`src/rtl/message_stream_combiner_pkg.sv`:
```
// Shared definitions for the message stream combiner: header length field
// position helpers and the round-robin index step.
package message_stream_combiner_pkg;

    localparam int MAX_STREAMS = 8;
    localparam int IDX_W       = 3;

    typedef logic [IDX_W-1:0] stream_idx_t;

    // The length field sits just below the header MSB.
    function automatic int msg_len_msb(input int wdth);
        return wdth - 2;
    endfunction

    function automatic int msg_len_lsb(input int wdth, input int len_wdth);
        return wdth - 1 - len_wdth;
    endfunction

    function automatic stream_idx_t rr_next(input stream_idx_t idx, input int n_streams);
        if (int'(idx) >= n_streams - 1) begin
            return '0;
        end
        return idx + 3'd1;
    endfunction

endpackage

```
`src/rtl/msg_fifo.sv`:
```
// Single-clock first-word-fall-through FIFO; a push into a full FIFO is only
// accepted when a pop frees a slot in the same cycle.
module msg_fifo #(
    parameter int WDTH      = 32,
    parameter int LOG_DEPTH = 4
) (
    input  logic            clk,
    input  logic            rst_n,
    input  logic            push,
    input  logic            pop,
    input  logic [WDTH-1:0] data_in,
    output logic [WDTH-1:0] data_out,
    output logic            empty,
    output logic            full,
    output logic            overflow
);

    localparam int DEPTH = 1 << LOG_DEPTH;

    logic [WDTH-1:0]      mem [DEPTH];
    logic [LOG_DEPTH-1:0] wr_ptr_reg;
    logic [LOG_DEPTH-1:0] rd_ptr_reg;
    logic [LOG_DEPTH:0]   count_reg;
    logic                 do_push;
    logic                 do_pop;

    assign empty    = (count_reg == '0);
    assign full     = (count_reg == (LOG_DEPTH+1)'(DEPTH));
    assign do_pop   = pop && !empty;
    assign do_push  = push && (!full || do_pop);
    assign overflow = push && full && !do_pop;
    assign data_out = mem[rd_ptr_reg];

    // Storage carries no reset so it can map onto distributed RAM.
    always_ff @(posedge clk) begin
        if (do_push) begin
            mem[wr_ptr_reg] <= data_in;
        end
    end

    always_ff @(posedge clk or negedge rst_n) begin
        if (!rst_n) begin
            wr_ptr_reg <= '0;
            rd_ptr_reg <= '0;
            count_reg  <= '0;
        end else begin
            if (do_push) begin
                wr_ptr_reg <= wr_ptr_reg + 1'b1;
            end
            if (do_pop) begin
                rd_ptr_reg <= rd_ptr_reg + 1'b1;
            end
            case ({do_push, do_pop})
                2'b10:   count_reg <= count_reg + 1'b1;
                2'b01:   count_reg <= count_reg - 1'b1;
                default: count_reg <= count_reg;
            endcase
        end
    end

endmodule

```
`src/rtl/message_stream_combiner.sv`:
```
// Merges per-stage debug message streams into one word stream, forwarding
// whole packets (header + L payload words) under round-robin arbitration.
module message_stream_combiner
    import message_stream_combiner_pkg::*;
#(
    parameter int N_STREAMS         = 2,
    parameter int WDTH              = 32,
    parameter int LOG_BUFFER_LENGTH = 4,
    parameter int LEN_WDTH          = 10
) (
    input  logic                      clk,
    input  logic                      rst_n,
    input  logic [N_STREAMS*WDTH-1:0] in_data,
    input  logic [N_STREAMS-1:0]      in_nd,
    output logic [WDTH-1:0]           out_data,
    output logic                      out_nd,
    output logic [2:0]                out_stream,
    output logic                      error
);

    localparam int LEN_MSB = msg_len_msb(WDTH);
    localparam int LEN_LSB = msg_len_lsb(WDTH, LEN_WDTH);

    localparam logic [0:0] ST_IDLE = 1'b0;
    localparam logic [0:0] ST_BODY = 1'b1;

    logic [MAX_STREAMS-1:0] empty_pad;
    logic [MAX_STREAMS-1:0] ovf_pad;
    logic [WDTH-1:0]        dout_pad [MAX_STREAMS];

    logic [0:0]          state_reg, state_next;
    stream_idx_t         rr_ptr_reg, rr_ptr_next;
    stream_idx_t         lock_reg, lock_next;
    logic [LEN_WDTH-1:0] remaining_reg, remaining_next;
    logic [WDTH-1:0]     out_data_reg, out_data_next;
    logic                out_nd_reg, out_nd_next;
    stream_idx_t         out_stream_reg, out_stream_next;
    logic                error_reg, error_next;

    logic                found;
    stream_idx_t         search_sel;
    stream_idx_t         cand;
    logic                pop_any;
    stream_idx_t         pop_sel;
    logic [LEN_WDTH-1:0] hdr_len;

    // Unused slots up to MAX_STREAMS read as permanently empty.
    generate
        for (genvar gi = 0; gi < MAX_STREAMS; gi++) begin : g_stream
            if (gi < N_STREAMS) begin : g_fifo
                logic fifo_full;
                msg_fifo #(
                    .WDTH      (WDTH),
                    .LOG_DEPTH (LOG_BUFFER_LENGTH)
                ) u_fifo (
                    .clk      (clk),
                    .rst_n    (rst_n),
                    .push     (in_nd[gi]),
                    .pop      (pop_any && (pop_sel == stream_idx_t'(gi))),
                    .data_in  (in_data[gi*WDTH +: WDTH]),
                    .data_out (dout_pad[gi]),
                    .empty    (empty_pad[gi]),
                    .full     (fifo_full),
                    .overflow (ovf_pad[gi])
                );
            end else begin : g_unused
                assign empty_pad[gi] = 1'b1;
                assign ovf_pad[gi]   = 1'b0;
                assign dout_pad[gi]  = '0;
            end
        end
    endgenerate

    always_comb begin
        found      = 1'b0;
        search_sel = '0;
        cand       = rr_ptr_reg;
        for (int o = 0; o < N_STREAMS; o++) begin
            if (!found && !empty_pad[cand]) begin
                found      = 1'b1;
                search_sel = cand;
            end
            cand = rr_next(cand, N_STREAMS);
        end

        pop_any         = 1'b0;
        pop_sel         = lock_reg;
        hdr_len         = '0;
        state_next      = state_reg;
        rr_ptr_next     = rr_ptr_reg;
        lock_next       = lock_reg;
        remaining_next  = remaining_reg;
        out_data_next   = out_data_reg;
        out_nd_next     = 1'b0;
        out_stream_next = out_stream_reg;
        error_next      = error_reg | (|ovf_pad);

        case (state_reg)
            ST_IDLE: begin
                if (found) begin
                    pop_any        = 1'b1;
                    pop_sel        = search_sel;
                    hdr_len        = dout_pad[search_sel][LEN_MSB:LEN_LSB];
                    remaining_next = hdr_len;
                    lock_next      = search_sel;
                    rr_ptr_next    = rr_next(search_sel, N_STREAMS);
                    state_next     = (hdr_len != '0) ? ST_BODY : ST_IDLE;
                end
            end
            default: begin
                if (!empty_pad[lock_reg]) begin
                    pop_any        = 1'b1;
                    remaining_next = remaining_reg - LEN_WDTH'(1);
                    if (remaining_reg == LEN_WDTH'(1)) begin
                        state_next = ST_IDLE;
                    end
                end
            end
        endcase

        if (pop_any) begin
            out_data_next   = dout_pad[pop_sel];
            out_nd_next     = 1'b1;
            out_stream_next = pop_sel;
        end
    end

    always_ff @(posedge clk or negedge rst_n) begin
        if (!rst_n) begin
            state_reg      <= ST_IDLE;
            rr_ptr_reg     <= '0;
            lock_reg       <= '0;
            remaining_reg  <= '0;
            out_data_reg   <= '0;
            out_nd_reg     <= 1'b0;
            out_stream_reg <= '0;
            error_reg      <= 1'b0;
        end else begin
            state_reg      <= state_next;
            rr_ptr_reg     <= rr_ptr_next;
            lock_reg       <= lock_next;
            remaining_reg  <= remaining_next;
            out_data_reg   <= out_data_next;
            out_nd_reg     <= out_nd_next;
            out_stream_reg <= out_stream_next;
            error_reg      <= error_next;
        end
    end

    assign out_data   = out_data_reg;
    assign out_nd     = out_nd_reg;
    assign out_stream = out_stream_reg;
    assign error      = error_reg;

endmodule

```
`config.mk`:
```
export PLATFORM = sky130hd
export DESIGN_NAME = message_stream_combiner
export DESIGN_NICKNAME = d
export VERILOG_FILES = /design/src/rtl/message_stream_combiner_pkg.sv /design/src/rtl/msg_fifo.sv /design/src/rtl/message_stream_combiner.sv
export SDC_FILE = /design/constraint.sdc
export NUM_CORES = 1
export LEC_CHECK = 0
export CAP_MARGIN = 20
export CORE_AREA = 2 2 270 272
export CTS_CLUSTER_SIZE = 10
export DETAILED_ROUTE_END_ITERATION = 10
export DIE_AREA = 0 0 272 274
export PLACE_DENSITY = 0.81
export REMOVE_ABC_BUFFERS = 1
export SLEW_MARGIN = 10
export SYNTH_ARGS = -nofsm -noshare
export SYNTH_HDL_FRONTEND = slang
export SYNTH_SLANG_ARGS = --single-unit
```
`constraint.sdc`:
```
create_clock -name clk -period 6.86 [get_ports clk]
set_input_delay 1.029 -clock clk [delete_from_list [all_inputs] [get_ports clk]]
set_output_delay 1.029 -clock clk [all_outputs]
set_load 0.01 [all_outputs]
```
## Word-level counts from Yosys, hierarchy flattened

Memory sizes are Yosys's and may differ from the RTL's.
Index checks and enable logic that the tools add are counted.

| word-level totals | value |
|---|---|
| input port bits | 68 |
| logic and storage cells | 121 |
| output and inout bits | 37 |
| memory bits (read-only) | 0 |
| bits in latches | 0 |
| bits in registers | 80 |
| memory bits (writable) | 1024 |
| memories kept | 2 |

| operators by class | value |
|---|---|
| reductions and logical operators | 30 |
| multiply operators | 0 |
| div/mod/pow operators | 0 |
| shift-type cells | 0 |
| order comparisons | 7 |
| bitwise logic cells | 4 |
| equal/unequal tests | 9 |
| mux-type cells | 44 |
| add/subtract/negate cells | 11 |

Memory list:

| name | depth | bits a word | read ports | clocked after memory_dff | write ports | line | text |
|---|---|---|---|---|---|---|---|
| g_stream[0].g_fifo.u_fifo.mem | 16 | 32 | 1 | 0 | 1 | msg_fifo.sv:20 | `logic [WDTH-1:0] mem [DEPTH];` |
| g_stream[1].g_fifo.u_fifo.mem | 16 | 32 | 1 | 0 | 1 | msg_fifo.sv:20 |  |

Operators with widths:

| operator | count |
|---|---|
| 32-bit binary-select mux with 3-bit select | 2 |
| 32-bit 2-to-1 mux | 2 |
| 31-bit 2-to-1 mux | 2 |
| 10-bit 2-to-1 mux | 3 |
| 3-bit 2-to-1 mux | 8 |
| 1-bit 2-to-1 mux | 22 |
| 5-bit case mux with 2 select lines | 2 |
| 4-bit by 1-bit adder with 4-bit output, second input constant | 4 |
| 3-bit by 4-bit less-than comparator with 1-bit output, second input constant | 3 |
| 1-bit logical AND | 11 |
| 5-bit by 1-bit adder with 5-bit output, second input constant | 2 |
| 10-bit by 1-bit equality test with 1-bit output, second input constant | 1 |
| 5-bit equality test, second input constant | 2 |
| 5-bit zero test | 2 |
| 10-bit nonzero test | 1 |
| 10-bit by 1-bit subtractor with 10-bit output, second input constant | 1 |
| 5-bit by 1-bit subtractor with 5-bit output, second input constant | 2 |
| 1-bit binary-select mux with 3-bit select | 3 |
| 4-bit >= comparator, second input constant | 2 |
| 3-bit NOT with 4-bit output | 2 |
| 1-bit zero test | 7 |
| 3-bit by 1-bit adder with 3-bit output, second input constant | 2 |
| 3-bit by 1-bit >= comparator with 1-bit output, second input constant | 2 |
| 2-bit nonzero test | 3 |
| other kinds (10) | 14 |

## Logic depth before layout (Yosys ltp)

| logic depth | value |
|---|---|
| depth in word-level cells | 17 |
| gate-level depth with buffers | 19 |
| gate-level depth less buffers | 17 |

## Cells and area by module

From an unflattened synthesis, not the netlist that was laid out.

| second synthesis, totals | value |
|---|---|
| cell total of the unflattened synthesis | 1981 |
| area, all modules | 42844.8 µm² |

Modules (own cells, without submodules):

| module | times used | area each (µm²) | cells an instance | seq. area each (µm²) |
|---|---|---|---|---|
| msg_fifo at g_stream[0].g_fifo.u_fifo | 1 | 20156.8 | 832 | 15700.1 |
| msg_fifo at g_stream[1].g_fifo.u_fifo | 1 | 20009.2 | 891 | 15700.1 |
| message_stream_combiner | 1 | 2678.8 | 258 | 1351.3 |

## Least setup slack after synthesis

Ideal clock, no wire load.

| path | value |
|---|---|
| path kind | reg2reg |
| start | reg rr_ptr_reg[1] |
| end | mem g_stream[1].g_fifo.u_fifo.mem[3][0], enable pin |
| path buffers | 2 |
| arrival | 4609 ps |
| period minus slack after synthesis | 5070 ps |
| cell stages (with the launch flop) | 12 |
| setup slack | 1790 ps |
| required time | 6399 ps |
| library setup time | 461 ps |
| cells stage by stage | dfrtp_1 > inv_1 > ha_1 > nor3b_1 > o221ai_2 > a21oi_1 > buf_2 > a21oi_1 > buf_4 > o21ai_2 > nand3_1 > nor3_1 |

| on the way | value |
|---|---|
| word-level cells in the longest chain between the ends | 17 |
| elaborated cells on any way between the ends | 25 |
| those cells by class | add/sub (1); order compare (1); eq/ne (1); mux (16); reduce/logical (6) |

RTL lines:

| what | line | text |
|---|---|---|
| from (decl) | message_stream_combiner.sv:32 | `stream_idx_t rr_ptr_reg, rr_ptr_next;` |
| from (signal assigned) | message_stream_combiner.sv:140 | `rr_ptr_reg <= rr_ptr_next;` |
| 3-bit by 1-bit >= comparator with 1-bit output | message_stream_combiner_pkg.sv:20 | `if (int'(idx) >= n_streams - 1) begin` |
| 1-bit 2-to-1 mux | message_stream_combiner_pkg.sv:20 |  |
| 3-bit 2-to-1 mux | message_stream_combiner_pkg.sv:23 | `return idx + 3'd1;` |
| 1-bit binary-select mux with 3-bit select | message_stream_combiner.sv:79 | `if (!found && !empty_pad[cand]) begin` |
| 1-bit 2-to-1 mux (not written as such) | message_stream_combiner.sv:79 |  |
| 1-bit zero test | message_stream_combiner.sv:79 |  |
| 1-bit logical AND | message_stream_combiner.sv:79 |  |
| 3-bit 2-to-1 mux / 1-bit 2-to-1 mux (equally long branches) | message_stream_combiner.sv:79 |  |
| 3-bit 2-to-1 mux (2 in a row) | n/a |  |
| 3-bit by 1-bit equality test with 1-bit output | message_stream_combiner.sv:59 | `.pop (pop_any && (pop_sel == stream_idx_t'(gi))),` |
| 1-bit logical AND (*) | message_stream_combiner.sv:59 |  |
| 1-bit logical AND (*) | msg_fifo.sv:29 | `assign do_pop = pop && !empty;` |
| 1-bit logical OR (*) | msg_fifo.sv:30 | `assign do_push = push && (!full \|\| do_pop);` |
| 1-bit logical AND (*) | msg_fifo.sv:30 |  |
| 1-bit 2-to-1 mux (*) | msg_fifo.sv:36 | `if (do_push) begin` |
| 1-bit 2-to-1 mux (not written as such) (*) | msg_fifo.sv:37 | `mem[wr_ptr_reg] <= data_in;` |
| to (decl) | msg_fifo.sv:20 |  |

Every way passes the cells marked *; elsewhere a longest branch is shown, timed or not. The select of a mux whose other input is x is not followed.

## Final worst setup path

| path | value |
|---|---|
| start | reg rr_ptr_reg[1] |
| end | mem g_stream[0].g_fifo.u_fifo.mem[3][13], enable pin |

| on the way | value |
|---|---|
| word-level cells in the longest chain between the ends | 17 |
| elaborated cells on any way between the ends | 25 |
| those cells by class | add/sub (1); order compare (1); mux (16); reduce/logical (7) |

RTL lines:

| what | line |
|---|---|
| 3-bit by 1-bit >= comparator with 1-bit output | message_stream_combiner_pkg.sv:20 |
| 1-bit 2-to-1 mux | message_stream_combiner_pkg.sv:20 |
| 3-bit 2-to-1 mux | message_stream_combiner_pkg.sv:23 |
| 1-bit binary-select mux with 3-bit select | message_stream_combiner.sv:79 |
| 1-bit 2-to-1 mux (not written as such) | message_stream_combiner.sv:79 |
| 1-bit zero test | message_stream_combiner.sv:79 |
| 1-bit logical AND | message_stream_combiner.sv:79 |
| 3-bit 2-to-1 mux / 1-bit 2-to-1 mux (equally long branches) | message_stream_combiner.sv:79 |
| 3-bit 2-to-1 mux (2 in a row) | n/a |
| 3-bit zero test | message_stream_combiner.sv:59 |
| 1-bit logical AND (*) | message_stream_combiner.sv:59 |
| 1-bit logical AND (*) | msg_fifo.sv:29 |
| 1-bit logical OR (*) | msg_fifo.sv:30 |
| 1-bit logical AND (*) | msg_fifo.sv:30 |
| 1-bit 2-to-1 mux (*) | msg_fifo.sv:36 |
| 1-bit 2-to-1 mux (not written as such) (*) | msg_fifo.sv:37 |
| to (decl) | msg_fifo.sv:20 |

Marks and branches as above.

==> metrics.cfg <==
[run_status]
run_status=completed

[setup_path]
startpoint=rr_ptr_reg[1]
path_buf_inv=3
worstSetupStartpointType=flip-flop
crit_family=simple AND/OR/NAND/NOR gates
crit_fanout=24
cp_cell_sequence=inv_1 > ha_1 > nor3b_1 > o221ai_2 > a21oi_1 > mux2i_4 > inv_2 > o211ai_4 > nand3_1 > nor3_2 > buf_12
crit_required_ps=7230
cp_slowest_cell=nor3_2
cp.arrival_ps=5710
worstSetupEndpointType=flip-flop
slowest_delay_ps=900
worstReg2RegStart=rr_ptr_reg[1]
crit_type=flip-flop to flip-flop

[timing]
relSlewSlack=0.2120
finalHoldViolations=0
layout_setup_ws_ps=1519
setup_tns_ps=0
worstMarginPinSlew_ps=1182
finalSetupViolations=0
rsz0062_at_grt=false
maxSlewViolCount=0
fin_crit_sh=0.7786
period_minus_slack_ps=5341
skew_ps=28.22
fmax_mhz=187.2

[floorplan]
rows=99
dieHeight_um=274
start_util=0.5932
dieArea_um2=74530
die_w_um=272
core_area_um2=71970
io_pins=105

[power]
power_density_nw_per_um2=433.2
worst_ir_drop_vdd_mv=0.3144
leakage_nw=15.63
finalPower_mw=21.16

[finish]
layout-drive-gt1-share=0.2534
fillers=4032
layout_common_cells=edfxtp_1, mux4_2, clkbuf_16, clkdlybuf4s50_1, dfrtp_1
final_common_cell=edfxtp_1
seq_area_um2=32770
fin_cells=3111
areaGrowthSynthToFinish_pct=14.42
num-nets-final=2188
largest_reg_flops=1024
multiInputGateArea_um2=9676
post-route-util=0.6787

[placement]
port_buffers=104
dp_cells=2916
place_hpwl_mm=54.86
dp_slack_ps=1728
routabilityCongestion=0.8719

[clock_tree]
cts_tree=built
cts_inserted_buffers=121
cts-root-buf=clkbuf_16
cts.repair.resized=0
htree_levels=3
cts_buffer_depth=3
post_cts_buffers=0
cts_hold_buf=0
insertion_delay_ps=690
clkTransAtPathRegs_ps=60
cts.sinks=1104

[drt]
vias=21453
drtIter0Drc=3402
post-route-drc-count=0
wirelength_mm=108.5
dr.pass1.iters=7
final_antenna_net_count=0
wl_per_cell_um=34.87
via_per_inst=6.896

[worst_hold_path]
hold_class=input pin to asynchronous set/reset pin

[logic_synthesis]
avgSynthCellArea_um2=22.36
yosysSeqAreaShare=0.7672
syn_inst=1909
yosys_register_bits=1104
synth-async-reset-ratio=0.07246
synth_cell_types=53
ys.flop_type=edfxtp_1
syn_area_um2=42690
yosys_warnings=0
synth_edf_count=1024

[global_route]
grt_pass1_vias=21920
grt_first_pass_wirelength_mm=152.8
grt_max_degree=83
antenna_found_initial=2
grtUsageTotal=0.2848
overflow=0

[flow_run]
max_cap_violations=0

-- path summary, 6_finish.rpt --
| check | endpoint | slack, ps | cells after the start |
|---|---|---|---|
| min in group clk | out_data[26] | 480 | 2 |
| worst min-delay path | g_stream[1].g_fifo.u_fifo.rd_ptr_reg[0] | 310 | 1 |
| worst min register to register | out_data[26] | 480 | 2 |
| max in group asynchronous | out_data[16] | 5920 | 2 |
| worst max-delay path | g_stream[0].g_fifo.u_fifo.mem[3][13] | 1520 | 11 |
| worst max register to register | g_stream[0].g_fifo.u_fifo.mem[3][13] | 1520 | 11 |
-- cell usage after synthesis (3+ instances only) --
cell,number,area [um^2]
nor3_1,16,80.08
or4_1,4,30.03
nor2_1,45,168.9
and2_1,4,25.02
mux2_2,7,78.83
xnor2_1,15,131.4
nand2_1,70,262.8
buf_2,35,175.2
o21ai_0,45,225.2
edfxtp_1,1024,30750
a21oi_1,12,60.06
nor2b_1,7,43.79
nand2b_1,5,31.28
clkbuf_1,47,176.4
a21o_1,5,37.54
mux2i_1,39,390.4
a22oi_1,30,225.2
dfrtp_1,80,2002
o221ai_1,3,26.28
inv_1,19,71.32
ha_1,24,300.3
mux4_2,306,6892
nand3_1,12,60.06
xor2_1,7,61.31
buf_1,13,48.80
-- area by class of cell --
cell class,instances,area share
Clock buffer,171,0.06691
Timing Repair Buffer,159,0.03594
Multi-Input combinational cell,687,0.1981
Inverter,21,0.001614
Tap cell,959,0.02457
Sequential cell,1104,0.6709
Clock inverter,9,0.001947
Antenna cell,1,0.00005123
-- through the flow --
stage          area (um^2)  hold slack [ps]
6_report             48840            308.3
5_1_grt              48840            335.6
4_1_cts              48540            485.2
3_5_place_dp         45180            472.2
3_3_place_gp         45070            462.4
2_1_floorplan        42270            459.8
-- worst reg2reg max path, stage by stage (launching register included) --
cell and delay (ps):
dfrtp_1 430, inv_1 100, ha_1 280, nor3b_1 320, o221ai_2 180, a21oi_1 330
mux2i_4 630, inv_2 490, o211ai_4 520, nand3_1 500, nor3_2 910, buf_12 310
-- per-layer routing --
metal,global-route usage,vias up,part of all wire
li1,-,8328,-
met1,0.3939,11117,0.35
met2,0.4570,1764,0.50
met3,0.05438,242,0.11
met4,0.1150,2,0.043
met5,0,-,0.00012
-- power breakdown --
| group | leakage (nW) | switching, mW | internal, mW |
|---|---|---|---|
| clock network | 1.62 | 2.57 | 3.25 |
| registers | 10.2 | 0.611 | 8.26 |
| logic | 3.82 | 3.57 | 2.89 |
| total | 15.6 | 6.76 | 14.4 |
-- kinds of logic (layout without fill, tap and decap cells) --
| kind of cell | after synthesis | in the layout | share of synthesized area |
|---|---|---|---|
| AO/OA/AOI/OAI | 109 | 109 | 0.01659 |
| flip-flops | 1104 | 1104 | 0.7672 |
| buffers and inverters | 118 | 360 | 0.01158 |
| XOR/XNOR | 22 | 22 | 0.004514 |
| AND/OR/NAND/NOR | 174 | 174 | 0.01876 |
| adder cells (fa/ha/maj) | 26 | 26 | 0.007972 |
| multiplexers | 354 | 354 | 0.1732 |
| other | 2 | 3 | 0.0001759 |
Power figures use the tool's default switching activity.
